===== src/rtl/arm_control_fsm_if.sv =====
// Control-unit interface: instruction/status inputs from the datapath and
// memory, and the mux selects, ALU op and load enables driven back to them.
interface arm_ctrl_if;
  logic [31:0] ir;
  logic        cond_true;
  logic        moc;
  logic [1:0]  MA;
  logic [1:0]  MB;
  logic [2:0]  MC;
  logic        MD;
  logic        ME;
  logic [1:0]  MJ;
  logic [4:0]  OP;
  logic        rf_ld;
  logic        ir_ld;
  logic        mar_ld;
  logic        mdr_ld;
  logic        flags_ld;
  logic        mem_mov;
  logic        mem_rw;
  logic [3:0]  state;

  modport master (
    input  ir, cond_true, moc,
    output MA, MB, MC, MD, ME, MJ, OP,
    output rf_ld, ir_ld, mar_ld, mdr_ld, flags_ld, mem_mov, mem_rw, state
  );

  modport slave (
    output ir, cond_true, moc,
    input  MA, MB, MC, MD, ME, MJ, OP,
    input  rf_ld, ir_ld, mar_ld, mdr_ld, flags_ld, mem_mov, mem_rw, state
  );
endinterface


===== src/rtl/arm_control_fsm.sv =====
// Control FSM for the ARM-subset datapath: fetch / decode / execute for
// data-processing, LDR/STR and B/BL. Outputs are registered from the
// decode of the next state so they line up with the state register; only
// ir_ld is Mealy on moc so the IR captures memory data in the completing cycle.
module arm_control_fsm (
  input  logic       clk,
  input  logic       reset,
  arm_ctrl_if.master ctl
);

  typedef enum logic [3:0] {
    S0  = 4'd0,  S1  = 4'd1,  S2  = 4'd2,  S3  = 4'd3,
    S4  = 4'd4,  S5  = 4'd5,  S6  = 4'd6,  S7  = 4'd7,
    S8  = 4'd8,  S9  = 4'd9,  S10 = 4'd10, S11 = 4'd11,
    S12 = 4'd12, S13 = 4'd13
  } state_t;

  typedef struct packed {
    logic [1:0] ma;
    logic [1:0] mb;
    logic [2:0] mc;
    logic       md;
    logic       me;
    logic [1:0] mj;
    logic [4:0] op;
    logic       rf_ld;
    logic       mar_ld;
    logic       mdr_ld;
    logic       flags_ld;
    logic       mem_mov;
    logic       mem_rw;
  } ctl_t;

  state_t state_r;
  state_t next_s;
  ctl_t   out_r;
  ctl_t   next_out_s;

  // ir_hi carries ir[27:23]; ir_l is ir[20]. Unused encodings fall back to fetch.
  function automatic state_t next_state(input state_t st, input logic [4:0] ir_hi,
                                        input logic ir_l, input logic cond,
                                        input logic moc);
    state_t ns;
    ns = S1;
    case (st)
      S0:  ns = S1;
      S1:  ns = S2;
      S2:  ns = S3;
      S3:  ns = moc ? S4 : S3;
      S4: begin
        if (!cond) begin
          ns = S1;
        end else if (ir_hi[4:3] == 2'b00) begin
          ns = S5;
        end else if (ir_hi[4:2] == 3'b010) begin
          ns = ir_l ? S6 : S9;
        end else if (ir_hi[4:2] == 3'b101) begin
          ns = ir_hi[1] ? S12 : S13;
        end else begin
          ns = S1;
        end
      end
      S5:  ns = S1;
      S6:  ns = S7;
      S7:  ns = moc ? S8 : S7;
      S8:  ns = S1;
      S9:  ns = S10;
      S10: ns = S11;
      S11: ns = moc ? S1 : S11;
      S12: ns = S13;
      S13: ns = S1;
      default: ns = S1;
    endcase
    return ns;
  endfunction

  // pu carries ir[24:23]; s is ir[20] (set-flags bit for data-processing).
  function automatic ctl_t decode(input state_t st, input logic [1:0] pu, input logic s);
    ctl_t o;
    o = '0;
    case (st)
      S1: begin
        o.ma = 2'd2; o.md = 1'b1; o.op = 5'd16; o.mar_ld = 1'b1;
      end
      S2: begin
        o.ma = 2'd2; o.md = 1'b1; o.op = 5'd17; o.mc = 3'd3; o.rf_ld = 1'b1;
        o.mem_mov = 1'b1; o.mem_rw = 1'b1;
      end
      S3: begin
        o.mem_mov = 1'b1; o.mem_rw = 1'b1;
      end
      S5: begin
        // TST/TEQ/CMP/CMN (opcode 10xx) only update flags
        o.ma = 2'd0; o.mb = 2'd1; o.md = 1'b0; o.mc = 3'd0;
        o.rf_ld = (pu != 2'b10); o.flags_ld = s;
      end
      S6, S9: begin
        // U bit selects add or subtract of the immediate offset
        o.ma = 2'd0; o.mb = 2'd1; o.md = 1'b1; o.op = pu[0] ? 5'd4 : 5'd2;
        o.mar_ld = 1'b1;
      end
      S7: begin
        o.mem_mov = 1'b1; o.mem_rw = 1'b1; o.me = 1'b1; o.mdr_ld = 1'b1;
      end
      S8: begin
        o.mb = 2'd2; o.md = 1'b1; o.op = 5'd13; o.mc = 3'd0; o.rf_ld = 1'b1;
      end
      S10: begin
        o.mj = 2'd2; o.mb = 2'd0; o.md = 1'b1; o.op = 5'd13; o.me = 1'b0;
        o.mdr_ld = 1'b1;
      end
      S11: begin
        o.mem_mov = 1'b1; o.mem_rw = 1'b0;
      end
      S12: begin
        o.ma = 2'd2; o.md = 1'b1; o.op = 5'd16; o.mc = 3'd2; o.rf_ld = 1'b1;
      end
      S13: begin
        o.ma = 2'd2; o.mb = 2'd1; o.md = 1'b1; o.op = 5'd4; o.mc = 3'd3;
        o.rf_ld = 1'b1;
      end
      default: o = '0;
    endcase
    return o;
  endfunction

  assign next_s     = next_state(state_r, ctl.ir[27:23], ctl.ir[20], ctl.cond_true, ctl.moc);
  assign next_out_s = decode(next_s, ctl.ir[24:23], ctl.ir[20]);

  // State register plus output registers preloaded with the next state's decode.
  always_ff @(posedge clk or posedge reset) begin
    if (reset) begin
      state_r <= S0;
      out_r   <= '0;
    end else begin
      state_r <= next_s;
      out_r   <= next_out_s;
    end
  end

  assign ctl.MA       = out_r.ma;
  assign ctl.MB       = out_r.mb;
  assign ctl.MC       = out_r.mc;
  assign ctl.MD       = out_r.md;
  assign ctl.ME       = out_r.me;
  assign ctl.MJ       = out_r.mj;
  assign ctl.OP       = out_r.op;
  assign ctl.rf_ld    = out_r.rf_ld;
  assign ctl.mar_ld   = out_r.mar_ld;
  assign ctl.mdr_ld   = out_r.mdr_ld;
  assign ctl.flags_ld = out_r.flags_ld;
  assign ctl.mem_mov  = out_r.mem_mov;
  assign ctl.mem_rw   = out_r.mem_rw;
  assign ctl.state    = state_r;
  assign ctl.ir_ld    = (state_r == S3) && ctl.moc;

endmodule

===== src/flat_wrapper.sv =====
// flat-port wrapper written by rule: the top's interface ports become plain ports
module arm_control_fsm_flat 
  (clk, reset, ctl_ir, ctl_cond_true, ctl_moc, ctl_MA, ctl_MB, ctl_MC, ctl_MD, ctl_ME, ctl_MJ, ctl_OP, ctl_rf_ld, ctl_ir_ld, ctl_mar_ld, ctl_mdr_ld, ctl_flags_ld, ctl_mem_mov, ctl_mem_rw, ctl_state);
  arm_ctrl_if ctl_i ();
  input  logic clk;
  input  logic reset;
  input wire logic [$bits(ctl_i.ir)-1:0] ctl_ir;
  input wire logic [$bits(ctl_i.cond_true)-1:0] ctl_cond_true;
  input wire logic [$bits(ctl_i.moc)-1:0] ctl_moc;
  output wire logic [$bits(ctl_i.MA)-1:0] ctl_MA;
  output wire logic [$bits(ctl_i.MB)-1:0] ctl_MB;
  output wire logic [$bits(ctl_i.MC)-1:0] ctl_MC;
  output wire logic [$bits(ctl_i.MD)-1:0] ctl_MD;
  output wire logic [$bits(ctl_i.ME)-1:0] ctl_ME;
  output wire logic [$bits(ctl_i.MJ)-1:0] ctl_MJ;
  output wire logic [$bits(ctl_i.OP)-1:0] ctl_OP;
  output wire logic [$bits(ctl_i.rf_ld)-1:0] ctl_rf_ld;
  output wire logic [$bits(ctl_i.ir_ld)-1:0] ctl_ir_ld;
  output wire logic [$bits(ctl_i.mar_ld)-1:0] ctl_mar_ld;
  output wire logic [$bits(ctl_i.mdr_ld)-1:0] ctl_mdr_ld;
  output wire logic [$bits(ctl_i.flags_ld)-1:0] ctl_flags_ld;
  output wire logic [$bits(ctl_i.mem_mov)-1:0] ctl_mem_mov;
  output wire logic [$bits(ctl_i.mem_rw)-1:0] ctl_mem_rw;
  output wire logic [$bits(ctl_i.state)-1:0] ctl_state;
  assign ctl_i.ir = ctl_ir;
  assign ctl_i.cond_true = ctl_cond_true;
  assign ctl_i.moc = ctl_moc;
  assign ctl_MA = ctl_i.MA;
  assign ctl_MB = ctl_i.MB;
  assign ctl_MC = ctl_i.MC;
  assign ctl_MD = ctl_i.MD;
  assign ctl_ME = ctl_i.ME;
  assign ctl_MJ = ctl_i.MJ;
  assign ctl_OP = ctl_i.OP;
  assign ctl_rf_ld = ctl_i.rf_ld;
  assign ctl_ir_ld = ctl_i.ir_ld;
  assign ctl_mar_ld = ctl_i.mar_ld;
  assign ctl_mdr_ld = ctl_i.mdr_ld;
  assign ctl_flags_ld = ctl_i.flags_ld;
  assign ctl_mem_mov = ctl_i.mem_mov;
  assign ctl_mem_rw = ctl_i.mem_rw;
  assign ctl_state = ctl_i.state;
  arm_control_fsm u_core (.clk(clk), .reset(reset), .ctl(ctl_i));
endmodule

===== config.mk =====
export PLATFORM = sky130hd
export DESIGN_NAME = arm_control_fsm_flat
export DESIGN_NICKNAME = d
export VERILOG_FILES = /design/src/rtl/arm_control_fsm_if.sv /design/src/rtl/arm_control_fsm.sv /design/src/flat_wrapper.sv
export SDC_FILE = /design/constraint.sdc
export NUM_CORES = 1
export LEC_CHECK = 0
export ABC_AREA = 1
export CAP_MARGIN = 5
export CORE_MARGIN = 2
export CORE_UTILIZATION = 37
export CTS_CLUSTER_DIAMETER = 200
export CTS_CLUSTER_SIZE = 24
export DETAILED_ROUTE_END_ITERATION = 16
export PLACE_DENSITY = 0.78
export SLEW_MARGIN = 20
export SYNTH_ARGS = -nofsm -noshare
export SYNTH_HDL_FRONTEND = slang
export SYNTH_SLANG_ARGS = --single-unit

===== constraint.sdc =====
create_clock -name clk -period 1.7 [get_ports clk]
set_input_delay 0.34 -clock clk [delete_from_list [all_inputs] [get_ports clk]]
set_output_delay 0.34 -clock clk [all_outputs]
set_load 0.01 [all_outputs]

== Yosys cells after proc, flatten, opt, wreduce, memory -nomap -nowiden ==
Cells that the tools add are included.
Storage, ports and cells
  flip-flop bits (word level): 25
  bits of input ports: 36
  word-level logic and storage cells: 75
  output and inout bits: 27
Cells by class
  mux-type cells: 23
  eq/ne operators: 25
  reductions and logical operators: 13
Operators by type and width (number)
  4-bit == test (second input constant): 10
  4-bit one-hot mux with 10 select lines: 1
  4-bit 2-to-1 mux: 7
  5-bit one-hot mux with 5 select lines: 1
  4-bit by 3-bit == test with 1-bit output (second input constant): 6
  4-bit by 2-bit == test with 1-bit output (second input constant): 4
  2-bit one-hot mux with 2 select lines: 3
  4-bit OR reduction: 3
  2-bit OR reduction: 5
  4-bit by 1-bit == test with 1-bit output (second input constant): 2
  8-bit OR reduction: 1
  1-bit 2-to-1 mux: 6
  3-bit 2-to-1 mux: 2
  3-bit OR reduction: 2
  2-bit 2-to-1 mux: 2
  3-bit by 2-bit == test with 1-bit output (second input constant): 1
  3-bit == test (second input constant): 1
  2-bit logical NOT: 1
  2-bit != test (second input constant): 1
  1-bit one-hot mux with 2 select lines: 1
  1-bit logical AND: 1

== Logic depth before layout (Yosys ltp) ==
Gate-level depths: netlist of the first run.
  word-level depth: 9
  depth in mapped cells: 10
  gate-level depth less buffers: 10

== Worst setup path after synthesis of the first run ==
Ideal clock, no wire load.
  path kind: reg-to-reg
  start point: reg u_core.state_r[0], in the netlist u_core.ctl.state[0]
  end point: reg u_core.out_r, in the netlist u_core.ctl.OP[2]
  data required time: 1581 ps
  buffers on the path: 0
  clock period less this slack: 1533 ps
  arrival time: 1414 ps
  cell stages (with the launch flop): 11
  setup time: 119 ps
  setup slack: 167 ps
  cells stage by stage: dfrtp_1 > nor2_2 > nand2_1 > nand2_1 > nor2_1 > nor2_1 > nand2_2 > nand2_2 > clkinv_2 > a21oi_1 > nand2_1
RTL lines
  start, declared: line arm_control_fsm.sv:34  | state_t state_r;
  start signal, assigned: line arm_control_fsm.sv:136  | state_r <= next_s;
  end signal, assigned: line arm_control_fsm.sv:137  | out_r <= next_out_s;
  end, declared: line arm_control_fsm.sv:36  | ctl_t out_r;

==> metrics.txt, run 1 <==
status complete, no violations; PwrDens 1770 nW/um^2; largest cells by area after synthesis dfrtp_1, nand3_1, nand2_1; Sw Pwr 1370 uW; vias in the first global route 1,090; Crit. Startpoint u_core.ctl.state[3]$_DFF_PP0_; VDD IR-drop max 1010 uV; most common cell after layout, fill and taps aside buf_4; Die X 58.6 um; Worst-path clk slew 0.13 ns; LEAKAGE 0.000988 uW; Final HPWL DP 2140 um; worst path required time 1.94 ns; DRT Pass-1 Iters 4; clk_skew 0.00587 ns; TNS Setup 0 ns; RSZ-0062 raised after global routing true; Cell Int Power 1900 uW; placed cells 219; Worst setup SP type flip-flop; most frequent cells in the layout buf_4, clkdlybuf4s50_1, dfrtp_1; TritonCTS Buffers 3; Sink Count 23; kind of critical path flip-flop to flip-flop; dpl ws -0.375 ns; flop2flop setup slack 0.002 ns; Clock Latency Late Sink 0.32 ns; fin area 1850 sq um; worst flop-to-flop path startpoint u_core.ctl.state[3]$_DFF_PP0_; Tot GR Track Use 16.8%; Sequential Power Share 25.8%; Port Buffers 33; post-synth top area share 52.3%; Tmin final 1.70 ns; Overflow after GRT 0; DRT iter0 DRCs 15; Max Clk Rate 589 MHz; htree depth 1; total wire length 3110 um; root buf cell clkbuf_4; r2r worst-path depth 9; r2r endpoint u_core.ctl.MB[0]$_DFF_PP0_; Clock Tree Buf Depth 2; number of diodes 0; Final Hold Vio Count 0; Via density 4.91; Post-Layout Cell Count 230; Slew Limit Fails 0; Final Cycle Share 99.9%; GPL Wtd Cong 0.860; Post-DRT Antenna Nets 0; Synth Area per Inst 8.28 sq um; post-synthesis register bit count 23; Gate power share 66.3%; Clk network pwr share 7.9%; layout cell share with drive strength beyond 1 36.7%; distinct cell type count after synthesis 21; sequential fraction of the synthesis area 52.3%; Placed Area 1630 sq um; CP max FO 4; Switching Share 41.8%; Area Growth Syn to Fin 67.8%; Nets 236; routed len/inst 13.5 um; Synth Cell Area 1100 sq um; post-route setup slack 0.00154 ns; crit end category flip-flop; crit path DAT 1.94 ns; DRC 0; min-delay worst type input pin to async pin; Final setup viols 0; post-synthesis cell type with the largest combined area dfrtp_1; largest net degree at the start of global routing 24; crit path to u_core.ctl.MB[0]$_DFF_PP0_; yosys warns 0; Cells after Synth 133; via count 1,130; final core occ 66.4%; Core ar. 2780 sq um; initial antenna violation count 0; starting density of the core 39.6%; Chip Height 58.6 um; first-pass GRT wire length 4370 um; maxcap violations 0; I/O pin cnt 63; die footprint 3430 sq um; CTS tree built; Site Rows 19
[cells by family after synthesis]
group / share of synthesized area (%)
other: 0.341
buffers and inverters: 10.7
AOI/OAI and AO/OA: 4.66
DFF: 52.3
and+or+nand+nor: 32.0
[through the flow]
step	hold WS, ns	total power, uW
2_1_floorplan	0.342	1620
3_3_place_gp	0.689	2480
3_5_place_dp	0.704	2560
4_1_cts	0.357	2850
5_1_grt	0.378	3460
6_report	0.338	3270
[layout make-up]
class	count	area [sq um]
tap	31	38.8
clock buffer	3	22.5
inverter	25	96.3
timing repair buffer	63	556
multi-input combinational	84	552
sequential	23	578
clock inverter	1	5.00
fill	225	933
[worst min-delay path by stage]
stage                                          to  slack [ns]  depth (start not counted)
detailed placement     u_core.ctl.MB[1]$_DFF_PP0_        0.70                          3
floorplan              u_core.ctl.MA[1]$_DFF_PP0_        0.34                          1
finish              u_core.ctl.state[2]$_DFF_PP0_        0.34                          3
CTS                    u_core.ctl.MB[1]$_DFF_PP0_        0.36                          3
global route           u_core.ctl.OP[0]$_DFF_PP0_        0.38                          3
global placement       u_core.ctl.OP[3]$_DFF_PP0_        0.69                          3
[registers in the layout, summed over array words and instances (netlist names)]
signal / cells
u_core.ctl.OP: 5
u_core.ctl.state: 4
u_core.ctl.MB: 2
u_core.ctl.MC: 2
u_core.ctl.MA: 1
u_core.ctl.MD: 1
u_core.ctl.ME: 1
u_core.ctl.MJ: 1
u_core.ctl.flags_ld: 1
u_core.ctl.mar_ld: 1
u_core.ctl.mdr_ld: 1
u_core.ctl.mem_mov: 1
u_core.ctl.mem_rw: 1
u_core.ctl.rf_ld: 1
[layer usage]
| metal | vias up | GRT usage [%] | share of wire [%] |
|---|---|---|---|
| li1 | 543 | - | - |
| met1 | 531 | 17.4 | 36 |
| met2 | 46 | 32.9 | 55 |
| met3 | 10 | 3.30 | 6.6 |
| met4 | 0 | 5.98 | 2.3 |
| met5 | - | 0 | 0 |
[timing repair]
action	CTS	global route
hold endpoints to repair	0	0
buffers inserted	3	4
setup endpoints to repair	11	13
hold buffers	0	0
gates resized for setup	10	33
pin swaps	0	12
[critical path: stages (launching register included)]
cell      delay (ns)
dfrtp_1         0.42
buf_4           0.16
nor2_4          0.18
nand3_4         0.14
nand3b_1        0.21
nand2_2         0.10
nand2_2         0.08
o21bai_4        0.16
inv_2           0.06
o21ai_0         0.08
[power groups by stage]
| stage | clock network (uW) | registers [uW] | logic [uW] |
|---|---|---|---|
| after floorplan | 0 | 952 | 672 |
| after global placement | 0 | 833 | 1650 |
| after detailed placement | 0 | 843 | 1720 |
| after CTS | 255 | 829 | 1770 |
| after global routing | 284 | 862 | 2310 |
| final | 258 | 842 | 2170 |
[synthesized netlist by cell type]
master,instances
a21oi_1,2
inv_1,21
nand3_2,2
o21bai_1,2
nor3_1,2
clkinv_2,1
nand2_2,4
o21bai_2,1
buf_4,3
nand3b_1,1
nand2_1,23
nor2_2,4
conb_1,1
nand4_1,4
inv_2,3
dfrtp_1,23
o21ai_1,1
nor2_4,1
o21ai_0,2
nor2_1,14
nand3_1,18
(Power assumes the default switching activity.)
==> run 2, diff against run 1 <==
- CTS_CLUSTER_SIZE: 24 -> 25
==> results of run 2 <==
Same layout as run 1: the final DEF is identical, and so are final timing and power.
